$ cat config.mk
export PLATFORM = sky130hd
export DESIGN_NAME = guess_datapath
export DESIGN_NICKNAME = d
export VERILOG_FILES = /design/src/rtl/guess_datapath.sv
export SDC_FILE = /design/constraint.sdc
export NUM_CORES = 1
export LEC_CHECK = 0
export BUFFER_PORTS_ARGS = -buffer_cell sky130_fd_sc_hd__clkbuf_2
export CORE_MARGIN = 10
export CORE_UTILIZATION = 44
export DETAILED_ROUTE_END_ITERATION = 8
export MAX_ROUTING_LAYER = met4
export PLACE_DENSITY = 0.73
export SLEW_MARGIN = 10
export SYNTH_ARGS = -nofsm -noshare
export SYNTH_HDL_FRONTEND = slang
export SYNTH_SLANG_ARGS = --single-unit
$ cat constraint.sdc
create_clock -name clk -period 1.3 [get_ports clk]
set_input_delay 0.26 -clock clk [delete_from_list [all_inputs] [get_ports clk]]
set_output_delay 0.26 -clock clk [all_outputs]
set_load 0.02 [all_outputs]
$ cat src/rtl/guess_datapath.sv
// Number-guessing game datapath: free-running secret value, synchronised
// guess, registered compare flags, held result LEDs and an optional
// remaining-attempts counter.
//
// Build option: define GUESS_DP_ATTEMPTS_EN to include the attempts counter.
// Without it, o_attempts_left is tied to MAX_ATTEMPTS and o_attempts_zero to 0.
module guess_datapath #(
  parameter int WIDTH        = 7,
  parameter int MAX_VALUE    = 99,
  parameter int MAX_ATTEMPTS = 7
) (
  input  logic             clk,
  input  logic             reset,
  input  logic [WIDTH-1:0] i_guess,
  input  logic             i_inc_actual,
  input  logic             i_update_leds,
  output logic             o_over,
  output logic             o_under,
  output logic             o_equal,
  output logic [2:0]       o_led,
  output logic [WIDTH-1:0] o_actual,
  output logic [3:0]       o_attempts_left,
  output logic             o_attempts_zero
);

  localparam logic [WIDTH-1:0] MAX_V    = WIDTH'(MAX_VALUE);
  localparam logic [3:0]       ATT_INIT = 4'(MAX_ATTEMPTS);

  logic [WIDTH-1:0] actual;
  logic [WIDTH-1:0] guess_q;

  // Secret value advances on request and wraps MAX_VALUE -> 0.
  always_ff @(posedge clk or posedge reset) begin
    if (reset)             actual <= '0;
    else if (i_inc_actual) actual <= (actual == MAX_V) ? '0 : actual + 1'b1;
  end

  // Switches are asynchronous to the game; one register stage brings them in.
  always_ff @(posedge clk or posedge reset) begin
    if (reset) guess_q <= '0;
    else       guess_q <= i_guess;
  end

  // Registered unsigned compare of the pre-edge guess and secret.
  always_ff @(posedge clk or posedge reset) begin
    if (reset) begin
      o_over  <= 1'b0;
      o_under <= 1'b0;
      o_equal <= 1'b0;
    end else begin
      o_over  <= (guess_q >  actual);
      o_under <= (guess_q <  actual);
      o_equal <= (guess_q == actual);
    end
  end

  // LEDs capture the flags as they stand before the edge, then hold.
  always_ff @(posedge clk or posedge reset) begin
    if (reset)              o_led <= 3'b000;
    else if (i_update_leds) o_led <= {o_over, o_under, o_equal};
  end

  assign o_actual = actual;

`ifdef GUESS_DP_ATTEMPTS_EN
  logic [3:0] att_left;
  logic       att_zero;

  // Every LED update costs one attempt; the count saturates at zero and the
  // zero flag is registered alongside it.
  always_ff @(posedge clk or posedge reset) begin
    if (reset) begin
      att_left <= ATT_INIT;
      att_zero <= 1'b0;
    end else if (i_update_leds && (att_left != 4'd0)) begin
      att_left <= att_left - 4'd1;
      att_zero <= (att_left == 4'd1);
    end
  end

  assign o_attempts_left = att_left;
  assign o_attempts_zero = att_zero;
`else
  assign o_attempts_left = ATT_INIT;
  assign o_attempts_zero = 1'b0;
`endif

endmodule

==> results of run 1 <==
final cells by class:
type,instances,area [µm²]
Timing Repair Buffer,38,289
Multi-Input combinational cell,51,464
Fill cell,147,636
Clock buffer,3,22.5
Tap cell,27,33.8
Clock inverter,1,30.0
Inverter,10,37.5
Sequential cell,20,509
sequential cells by signal, indices dropped and copies added, names as in the netlist:
name	count
guess_q	7
o_actual	7
o_equal	1
o_led	3
o_over	1
o_under	1
cells in the mapped netlist (all sizes together):
master,instances,area share
dfrtp,20,0.52
inv,10,0.039
ha,8,0.10
buf,6,0.044
nand3,5,0.031
o21ai,5,0.026
a21oi,4,0.021
nand2,4,0.016
mux2,3,0.035
nand4,3,0.020
nor2,3,0.012
conb,2,0.0078
xnor2,2,0.018
a2bb2oi,1,0.0092
nand3b,1,0.0078
nand4bb,1,0.029
nor3,1,0.0052
o21a,1,0.0078
o21bai,1,0.0078
o22a,1,0.0092
o311ai,1,0.0092
o32ai,1,0.017
kinds of logic (layout without fill, tap and decap cells):
logic type      after synthesis  count (layout)  share of synthesized area
fa+ha+maj                     8               8                      0.105
flops                        20              20                      0.523
simple gates                 18              18                      0.120
compound gates               15              15                      0.107
buf+inv                      16              52                     0.0837
xor+xnor                      2               2                     0.0183
other cells                   2               5                    0.00785
mux                           3               3                     0.0353
layer usage:
metal  vias to the layer above  part of all wire
li1                        356                 -
met4                         0            0.0038
met5                         -                 0
met2                        16              0.54
met3                         2             0.061
met1                       350              0.40
worst max-delay path, cell delays in order, from the launching register on:
cell and delay, ns:
dfrtp_2 0.43, inv_2 0.09, ha_4 0.22, a21oi_2 0.12
o21ai_1 0.10, o22a_1 0.21
timing repair:
item / 4_1_cts / 5_1_grt
endpoints found under the setup margin: 5 / 8
setup buffers: 3 / 5
hold buffers: 1 / 0
endpoints found under the hold margin: 20 / 0
gates resized for setup: 13 / 14
pin swaps: 0 / 6
through the flow:
| stage | worst slack, ns | area (µm²) | utilization | total power [mW] | cells |
|---|---|---|---|---|---|
| after global placement | 0.0369 | 1150 | 0.570 | 2.15 | 137 |
| final | 0.0309 | 1390 | 0.686 | 3.14 | 150 |
| after CTS | -0.0105 | 1290 | 0.639 | 2.92 | 145 |
| after floorplan | 0.00110 | 1000 | - | 1.75 | 87 |
| after detailed placement | -0.0143 | 1150 | 0.570 | 2.19 | 137 |
| after global routing | -0.0315 | 1390 | 0.686 | 3.36 | 150 |
final timing paths:
kind	end	slack [ns]	depth (start not counted)
setup / recovery	o_over	0.03	5
hold / removal	guess_q[0]	0.05	1
setup reg to reg	o_over	0.03	5
hold reg to reg	o_led[0]	0.52	1
max in group asynchronous	o_actual[5]	0.59	4
min in group asynchronous	o_led[0]	0.49	4
power groups by stage:
stage	registers, mW	logic [mW]	clock network, mW
finish	0.952	1.68	0.508
CTS	0.942	1.46	0.521
detailed placement	0.953	1.24	0
floorplan	1.21	0.534	0
global route	0.984	1.82	0.550
global placement	0.943	1.20	0
cell usage in the layout, fill, tap and decap left out, types with 2 or more instances in the layout:
master,Yosys,final
conb_1,2,5
ha_4,0,5
a21oi_2,0,3
dfrtp_2,0,7
clkbuf_8,0,2
mux2_2,3,3
dfrtp_1,20,13
buf_4,5,10
xnor2_1,2,2
nand2_1,4,4
nor2_1,3,3
inv_1,10,5
o21ai_1,3,4
nand4_1,3,3
buf_6,0,5
clkbuf_4,0,3
inv_2,0,5
buf_8,0,2
ha_1,8,2
clkbuf_2,0,18
nand3_1,4,4
==> flow_summary.json, run 1 <==
{
  "synthesis.area_um2": 957,
  "antennaDiodeCount": 0,
  "ant_nets": 0,
  "clk-insertion-delay-late_ns": 0.30,
  "cap_violations": 0,
  "p_leak_nw": 0.631,
  "grt_pass1_wl_mm": 3.24,
  "die_h_um": 66.6,
  "grtUsageMet3": 0.0385,
  "grt-busiest-layer": "met2",
  "hp-class": "in -> reg",
  "drtIter0Drc": 17,
  "p_per_area_nw_per_um2": 2270,
  "finalCritPeriodShare": 0.976,
  "peakVddDrop_uv": 1560,
  "crit_arrival_ns": 1.47,
  "gp_congestion": 0.804,
  "grt_max_degree": 21,
  "synthToLayoutAreaGrowth_pct": 44.8,
  "cts_root_buf": "clkbuf_4",
  "rr_startpoint": "o_actual[6]",
  "wl_per_cell_um": 14.1,
  "vias": 724,
  "grt_pass1_vias": 717,
  "path_max_fanout": 3,
  "ys_ff_latch": 20,
  "cts_tree": "yes",
  "required_ns": 1.50,
  "grt.met1_usage": 0.0992,
  "cts.path.max_buffers": 2,
  "p_int_mw": 1.98,
  "fmax_mhz": 788,
  "hold_start": "i_guess[0]",
  "nNetsFinal": 143,
  "globalRouteOverflowTotal": 0,
  "crit_type": "reg -> reg",
  "seqPwrFrac": 0.303,
  "p_clk_frac": 0.162,
  "synth.avg_cell_area_um2": 11.4,
  "rows": 16,
  "hold_slack_ns": 0.0540,
  "cts_sinks": 20,
  "switching_share": 0.369,
  "ys_warn_count": 0,
  "critPathLaunch": "o_actual[6]",
  "outcome": "completed",
  "hold_viol_final": 0,
  "p_switching_mw": 1.16,
  "critPathCaptureType": "flip-flop",
  "pwr-share-comb": 0.536,
  "cts_made_buffers": 3,
  "cp-start-kind": "flip-flop",
  "rsz0062_at_grt": "true",
  "antenna_found_initial": 0,
  "die_x_um": 66.6,
  "first_pass_iters": 4,
  "start_util": 0.473,
  "routed_wl_mm": 2.12,
  "grt_util_met2": 0.169,
  "min_period_ns": 1.27,
  "vias_per_cell": 4.83,
  "skew_ns": 0.00117,
  "clkTransAtPathRegs_ns": 0.11,
  "track_usage": 0.0961,
  "fin_tns_setup_ns": 0,
  "drc_errors": 0,
  "portBuffers": 23,
  "dp_hpwl_mm": 1.57,
  "drive_gt1_frac": 0.553,
  "yosysSeqAreaShare": 0.523,
  "pin_count": 29,
  "syn_inst": 84,
  "core_area_um2": 2020,
  "htreeDepth": 1,
  "setup_violations": 0,
  "synth_cell_type_count": 25,
  "slew_violations": 0,
  "die-area_um2": 4440
}
Power figures use the tool's default switching activity.
==> run 2: changes to the inputs <==
Settings changed: REMOVE_ABC_BUFFERS set to 1.
==> flow_summary.json, run 2 (same netlist as run 1, synthesis figures left out) <==
{
  "grt_max_degree": 21,
  "routed_wl_mm": 2.30,
  "p_per_area_nw_per_um2": 2250,
  "die_x_um": 66.6,
  "die-area_um2": 4440,
  "critPathCaptureType": "flip-flop",
  "p_leak_nw": 0.639,
  "finalCritPeriodShare": 0.993,
  "skew_ns": 0.00728,
  "cts_made_buffers": 3,
  "rsz0062_at_grt": "true",
  "pre_cts_slack_ns": 0.000326,
  "rows": 16,
  "layout_commonest_cell": "dfrtp_1",
  "setup_violations": 0,
  "grt_pass1_wl_mm": 3.24,
  "synthToLayoutAreaGrowth_pct": 41.4,
  "nNetsFinal": 144,
  "max_stage_delay_ns": 0.42,
  "die_h_um": 66.6,
  "dp_cells": 139,
  "cts_tree": "yes",
  "hold_start": "i_guess[1]",
  "cts.path.max_buffers": 2,
  "wl_per_cell_um": 15.2,
  "vias": 755,
  "first_pass_iters": 3,
  "portBuffers": 23,
  "drc_errors": 0,
  "hp-class": "in -> reg",
  "rr_startpoint": "o_actual[1]",
  "hold_slack_ns": 0.0516,
  "htreeDepth": 1,
  "dp_hpwl_mm": 1.61,
  "ff2ff_setup_slack_ns": 0.01,
  "path_max_fanout": 3,
  "cts_root_buf": "clkbuf_4",
  "placedInstanceArea_um2": 1130,
  "track_usage": 0.0975,
  "cts_sinks": 20,
  "pin_count": 29,
  "cp_slowest_cell": "dfrtp_1",
  "drive_gt1_frac": 0.468,
  "fmax_mhz": 775,
  "finalPower_mw": 3.05,
  "gp_congestion": 0.858,
  "grt_pass1_vias": 749,
  "crit_path_cell_trace": "inv_1 -> ha_1 -> nand3b_1 -> a21oi_2 -> o22a_1",
  "cp-start-kind": "flip-flop",
  "antennaDiodeCount": 0,
  "outcome": "completed",
  "worstHoldEndpoint": "guess_q[1]",
  "crit_arrival_ns": 1.49,
  "fin_tns_setup_ns": 0,
  "cap_violations": 0,
  "clkTransAtPathRegs_ns": 0.12,
  "slew_violations": 0,
  "hold_viol_final": 0,
  "finalNonFillerCells": 151,
  "fin_area_um2": 1350,
  "start_util": 0.473,
  "peakVddDrop_uv": 1120,
  "clk-insertion-delay-late_ns": 0.30,
  "required_ns": 1.50,
  "vias_per_cell": 5.00,
  "crit_type": "reg -> reg",
  "ant_nets": 0,
  "min_period_ns": 1.29,
  "final_cell_mix": "20 x dfrtp_1, 17 x clkbuf_2, 16 x buf_4",
  "antenna_found_initial": 0,
  "drtIter0Drc": 22,
  "setup_ws_ns": 0.00965,
  "core_area_um2": 2020,
  "final_util": 0.670,
  "globalRouteOverflowTotal": 0,
  "worst_r2r_endpoint": "o_over",
  "rr_worst_depth": 5,
  "hold_depth": 1
}
run 2: cell types whose count changed in the layout (fill, tap and decap cells not counted), moves of 2 or more:
| cell | before | now |
|---|---|---|
| clkbuf_8 | 2 | 0 |
| dfrtp_1 | 13 | 20 |
| inv_2 | 5 | 0 |
| buf_8 | 2 | 0 |
| buf_4 | 10 | 16 |
| ha_4 | 5 | 3 |
| ha_1 | 2 | 4 |
| dfrtp_2 | 7 | 0 |
| inv_1 | 5 | 10 |
run 2: worst max-delay path, delay by kind of cell, from the launching register on:
| kind | cells | cell delay [ns] |
|---|---|---|
| simple gates | 1 | 0.11 |
| compound gates | 2 | 0.25 |
| fa+ha+maj | 1 | 0.32 |
| flops | 1 | 0.42 |
| buf+inv | 1 | 0.09 |
run 2: worst max path at each step:
| stage | from | to | slack (ns) | cells past startpoint |
|---|---|---|---|---|
| after floorplan | o_actual[2] | o_over | -0.21 | 5 |
| final | o_actual[1] | o_over | 0.01 | 5 |
| after detailed placement | o_actual[1] | o_over | 0.0003 | 5 |
| after global routing | o_actual[1] | o_over | -0.06 | 4 |
| after global placement | o_actual[6] | o_over | 0.02 | 5 |
| after CTS | o_actual[3] | o_actual[3] | 0.001 | 2 |
run 2: final cells by class:
cell class	instances	area, µm²
fill	153	668
sequential	20	500
multi-input combinational	51	458
timing repair buffer	39	272
inverter	10	37.5
tap	27	33.8
clock inverter	1	30.0
clock buffer	3	22.5
run 2: where the power goes:
| group | switching, mW | total (mW) | internal [mW] | leakage, nW |
|---|---|---|---|---|
| Combinational | 0.857 | 1.64 | 0.787 | 0.369 |
| Clock | 0.193 | 0.504 | 0.312 | 0.0279 |
| Sequential | 0.108 | 0.902 | 0.794 | 0.242 |
run 2: layer usage:
metal | up-vias | GRT usage | routed length, µm
li1 | 360 | - | -
met4 | 0 | 0.0471 | 44
met1 | 370 | 0.0887 | 907
met3 | 6 | 0.0234 | 104
met5 | - | - | 0
met2 | 19 | 0.184 | 1240
run 2: what timing repair did:
action	in CTS	in global routing
endpoints found under the hold margin	20	0
buffers inserted	2	5
endpoints found under the setup margin	2	10
gates resized for setup	1	28
pin swaps	0	4
hold buffers	1	0
